==> src/rtl/store_serializer_pkg.sv <==
// Shared definitions for the store serializer: size codes, FSM states and
// the beat-count helper.
package store_serializer_pkg;

    localparam logic [1:0] SIZE_B   = 2'b00;
    localparam logic [1:0] SIZE_H   = 2'b01;
    localparam logic [1:0] SIZE_W   = 2'b10;
    localparam logic [1:0] SIZE_RSV = 2'b11;

    typedef enum logic [1:0] {
        S_IDLE,
        S_BEAT,
        S_RESP
    } state_t;

    // Number of byte beats a store of the given size produces.
    function automatic logic [2:0] beats_for_size(input logic [1:0] size);
        case (size)
            SIZE_B:  beats_for_size = 3'd1;
            SIZE_H:  beats_for_size = 3'd2;
            SIZE_W:  beats_for_size = 3'd4;
            default: beats_for_size = 3'd1;
        endcase
    endfunction

endpackage

==> src/rtl/store_byte_sel.sv <==
// Combinational byte-lane mux: picks byte idx (little-endian) out of a
// 32-bit word.
module store_byte_sel (
    input  logic [31:0] word,
    input  logic [1:0]  idx,
    output logic [7:0]  sel
);

    always_comb begin
        case (idx)
            2'd0:    sel = word[7:0];
            2'd1:    sel = word[15:8];
            2'd2:    sel = word[23:16];
            default: sel = word[31:24];
        endcase
    end

endmodule

==> src/rtl/store_serializer.sv <==
// Narrows one 32-bit store onto a byte-wide write bus, one acked beat per byte.
// Define STORE_SERIALIZER_ALIGN_CHECK_EN to reject misaligned half/word stores.
module store_serializer
    import store_serializer_pkg::*;
(
    input  logic        clk,
    input  logic        reset,
    input  logic        st_valid,
    output logic        st_ready,
    input  logic [31:0] st_addr,
    input  logic [31:0] st_data,
    input  logic [1:0]  st_size,
    output logic        mem_we,
    output logic [31:0] mem_addr,
    output logic [7:0]  mem_wdata,
    input  logic        mem_ack,
    output logic        done,
    output logic        err
);

    state_t      state_q, state_d;
    logic [31:0] addr_q;
    logic [31:0] data_q;
    logic [1:0]  size_q;
    logic [1:0]  cnt_q;
    logic        err_q;
    logic        req_err;
    logic        last_beat;
    logic [7:0]  lane_byte;

    always_comb begin
`ifdef STORE_SERIALIZER_ALIGN_CHECK_EN
        req_err = (st_size == SIZE_RSV)
               || (st_size == SIZE_H && st_addr[0])
               || (st_size == SIZE_W && st_addr[1:0] != 2'b00);
`else
        req_err = (st_size == SIZE_RSV);
`endif
    end

    assign last_beat = ({1'b0, cnt_q} == beats_for_size(size_q) - 3'd1);

    store_byte_sel u_byte_sel (
        .word (data_q),
        .idx  (cnt_q),
        .sel  (lane_byte)
    );

    // NOTE: sequential state uses non-blocking assignments so every register
    // samples pre-edge values regardless of statement order.
    always_ff @(posedge clk) begin
        if (reset) begin
            state_q <= S_IDLE;
            addr_q  <= '0;
            data_q  <= '0;
            size_q  <= SIZE_B;
            cnt_q   <= '0;
            err_q   <= 1'b0;
        end else begin
            state_q <= state_d;
            case (state_q)
                S_IDLE: begin
                    if (st_valid) begin
                        addr_q <= st_addr;
                        data_q <= st_data;
                        size_q <= st_size;
                        cnt_q  <= '0;
                        err_q  <= req_err;
                    end
                end
                S_BEAT: begin
                    if (mem_ack && !last_beat)
                        cnt_q <= cnt_q + 2'd1;
                end
                default: ;
            endcase
        end
    end

    // NOTE: every signal driven here gets a default first so no latch is
    // inferred on paths that do not assign it.
    always_comb begin
        state_d   = state_q;
        st_ready  = 1'b0;
        mem_we    = 1'b0;
        mem_addr  = '0;
        mem_wdata = '0;
        done      = 1'b0;
        err       = 1'b0;
        case (state_q)
            S_IDLE: begin
                st_ready = 1'b1;
                if (st_valid)
                    state_d = req_err ? S_RESP : S_BEAT;
            end
            S_BEAT: begin
                mem_we    = 1'b1;
                mem_addr  = addr_q + {30'd0, cnt_q};
                mem_wdata = lane_byte;
                if (mem_ack && last_beat)
                    state_d = S_RESP;
            end
            S_RESP: begin
                done    = 1'b1;
                err     = err_q;
                state_d = S_IDLE;
            end
            default: state_d = S_IDLE;
        endcase
    end

endmodule
==> config.mk <==
export PLATFORM = sky130hd
export DESIGN_NAME = store_serializer
export DESIGN_NICKNAME = d
export VERILOG_FILES = /design/src/rtl/store_serializer_pkg.sv /design/src/rtl/store_byte_sel.sv /design/src/rtl/store_serializer.sv
export SDC_FILE = /design/constraint.sdc
export NUM_CORES = 1
export LEC_CHECK = 0
export CAP_MARGIN = 20
export CORE_UTILIZATION = 44
export CTS_BUF_LIST = sky130_fd_sc_hd__clkbuf_8
export CTS_CLUSTER_DIAMETER = 30
export CTS_CLUSTER_SIZE = 10
export DETAILED_ROUTE_END_ITERATION = 16
export GPL_ROUTABILITY_DRIVEN = 0
export HOLD_SLACK_MARGIN = 0.12
export PLACE_DENSITY_LB_ADDON = 0.25
export SYNTH_ARGS = -nofsm -noshare
export SYNTH_HDL_FRONTEND = slang
export SYNTH_HIERARCHICAL = 1
export SYNTH_SLANG_ARGS = --single-unit
==> constraint.sdc <==
create_clock -name clk -period 2.25 [get_ports clk]
set_input_delay 0.3375 -clock clk [delete_from_list [all_inputs] [get_ports clk]]
set_output_delay 0.3375 -clock clk [all_outputs]
set_load 0.01 [all_outputs]
==> impl_metrics.csv <==
group,metric,value,unit
routing,vias_per_cell,5.438,
cts,htreeDepth,3,
cts,ctsRootBufferMaster,"clkbuf_8",
routing,drt_iter0_markers,227,
status,violations,"negative setup slack",
floorplanning,coreArea,7888,um2
power,cellPowerDensity,512.6,nW/um2
floorplanning,num_rows,32,
routing,drcViolationCount,0,
critical_path,cp.arrival,2310,ps
sta,fin_crit_sh,117.7,%
critical_path,end_kind,"output port",
sta,setup_slack,-398.4,ps
logic_synthesis,syn_area_per_cell,7.577,um2
logic_synthesis,synth_flop_cell,"dfxtp_1",
layout,drive_above_1_share,29.19,%
power,ir_worst_vdd,0.0003484,V
grt,grt_pass1_vias,3964,
critical_path,start_kind,"flop",
sta,max_freq,377.6,MHz
placed_design,port_buffers,113,
routing,wl,11.79,mm
power,leakagePower,0.002281,uW
logic_synthesis,async_flop_share,0,%
routing,ant_nets,0,
layout,register_area,1438,um2
layout,multi_input_area,2380,um2
sta,worst_slew_margin_rel,70.97,%
sta,rsz0062_at_grt,"true",
worst_hold_path,hold_class,"reg -> reg",
sta,maxSlewViolCount,0,
sta,worst_pin_slew,435.5,ps
routing,vias,4095,
critical_path,cp.required,1910,ps
grt,gr-total-overflow,0,
logic_synthesis,synth_nets,557,
logic_synthesis,ys.warnings.count,6,
logic_synthesis,ys_ff_latch,71,
floorplanning,die_h,93.11,um
sta,min_period,2648,ps
logic_synthesis,synth_area,3652,um2
floorplanning,ios,114,
floorplanning,start_util,46.30,%
layout,final_nets,722,
logic_synthesis,synth_enable_flop_cells,0,
cts,clk_pin_slew,70,ps
cts,clock-sinks,71,
sta,hold_violations,0,
cts,cts_hold_buf,0,
routing,first_pass_iters,5,
layout,fill_cells,577,
cts,clock_path_buffers,2,
critical_path,cp_max_fo,7,
grt,grt_pass1_wl,18.60,mm
cts,clock_latency,330,ps
sta,setup_tns,-6141,ps
grt,antenna_found_initial,0,
critical_path,path_class,"reg -> out",
logic_synthesis,yosysSeqAreaShare,38.92,%
sta,skew,6.344,ps
placed_design,dp_hpwl,7.697,mm
floorplanning,dieWidth,93.11,um
status,status,"finished, violations left",
logic_synthesis,synthCells,482,
layout,syn2layout_area_growth,58.31,%
sta,finalSetupViolCount,23,
routing,drt-wirelength-per-cell,15.65,um
grt,grt_max_degree,72,
flow_run,maxCapViolCount,0,
logic_synthesis,synth_cell_types,40,
cts,cts_inserted_buffers,9,
layout,diodes,0,
floorplanning,dieArea,8669,um2
grt,grt_usage,27.15,%
cts,cts_tree,"yes",
placed_design,post-place-ws,-473.5,ps
synth_stat cells (2+ instances only):
cell type,n,area share (%)
nand2_1,150,15
a21oi_1,84,12
dfxtp_1,71,39
clkbuf_1,21,2.2
nor2_1,18,1.8
and2_1,12,2.1
nand3_1,11,1.5
or4_1,11,2.3
buf_1,9,0.92
o31ai_1,9,1.8
xnor2_1,9,2.2
mux4_2,8,4.9
nand4_1,7,1.2
xor2_1,6,1.4
and4_1,5,1.2
inv_1,5,0.51
nor4_1,5,0.86
ha_1,4,1.4
o211ai_1,4,0.82
or3_1,4,0.69
a31oi_1,3,0.51
nor3_1,3,0.41
o21ai_0,3,0.41
a41o_1,2,0.55
buf_6,2,0.62
nor2b_1,2,0.34
cell type report:
type	count	area share, %
repair buffers	188	28.50
multi-input cells	372	41.16
well taps	102	2.207
inverters	5	0.3246
flip-flops and latches	71	24.86
clock buffers	10	2.380
clock inverters	5	0.5626
cells by family after synthesis:
kind of cell | count (synthesis) | share of synthesized area, %
AO/OA/AOI/OAI | 108 | 16.31
XOR/XNOR | 15 | 3.597
adder cells (fa/ha/maj) | 5 | 1.919
buffers and inverters | 39 | 4.488
flip-flops | 71 | 38.92
multiplexers | 9 | 5.207
AND/OR/NAND/NOR | 235 | 29.56
critical path: stages, from the launching register on:
cell,delay (ps)
dfxtp_2,340
ha_4,260
a21oi_2,60
or4_4,450
buf_6,160
or4_4,480
nand2_1,90
buf_2,130
flip-flops by register name (all words and copies together) (netlist names):
| signal | flops |
|---|---|
| data_q | 32 |
| size_q | 2 |
| err_q | 1 |
| state_q | 2 |
| cnt_q | 2 |
| addr_q | 32 |
layer usage:
| layer | routed length [um] | GRT usage [%] |
|---|---|---|
| met4 | 265 | 9.872 |
| met3 | 600 | 3.740 |
| met1 | 4979 | 34.40 |
| met5 | 0 | 0 |
| met2 | 5939 | 46.94 |
final timing paths:
kind	from	endpoint	slack [ps]	depth (start not counted)
max	cnt_q[1]$_SDFFE_PP0P_	mem_addr[19]	-400	7
max reg2reg	cnt_q[1]$_SDFFE_PP0P_	cnt_q[0]$_SDFFE_PP0P_	530	6
min	data_q[23]$_SDFFE_PP0P_	data_q[23]$_SDFFE_PP0P_	450	2
min reg2reg	data_q[23]$_SDFFE_PP0P_	data_q[23]$_SDFFE_PP0P_	450	2
per-stage QoR:
step / util [%] / instances / power [uW] / hold slack, ps / instance area [um2]
2_1_floorplan: - / 482 / 1726 / 429.5 / 3771
3_3_place_gp: 67.85 / 723 / 2041 / 440.5 / 5351
3_5_place_dp: 67.85 / 723 / 2060 / 446.0 / 5351
4_1_cts: 71.16 / 746 / 2948 / 456.8 / 5613
5_1_grt: 73.30 / 753 / 3115 / 472.3 / 5782
6_report: 73.30 / 753 / 2964 / 454.8 / 5782
power by group:
part           total, uW  switching (uW)  internal (uW)
clock network        900             476            425
registers           1400            56.1           1350
logic                662             338            324
placed cells by master, fill, tap and decap left out, types with 3 or more instances in the layout:
cell type        count
buf_2               24
clkdlybuf4s15_1      8
nand2_2              3
mux4_2               8
o31ai_2              5
a21oi_2              8
o211ai_1             4
buf_12               4
o31ai_1              4
and4_1               4
nor2_1              17
o21ai_0              3
nand4_1              7
buf_6               10
buf_4               63
nand2_1            147
dfxtp_2             10
a21oi_4              4
dlygate4sd2_1        5
dfxtp_1             60
nor4_4               4
or3_1                4
inv_1                4
xnor2_1              8
or4_4               11
clkbuf_8            10
nand3_1              8
a21oi_1             72
and2_1              11
clkdlybuf4s50_1     72
xor2_1               5
timing repair:
action / 4_1_cts / 5_1_grt
resized for setup: 157 / 34
endpoints found under the setup margin: 40 / 29
cloned: 1 / 0
pin swaps: 22 / 11
setup buffers: 7 / 9
endpoints found under the hold margin: 0 / 0
(Power assumes the default switching activity.)
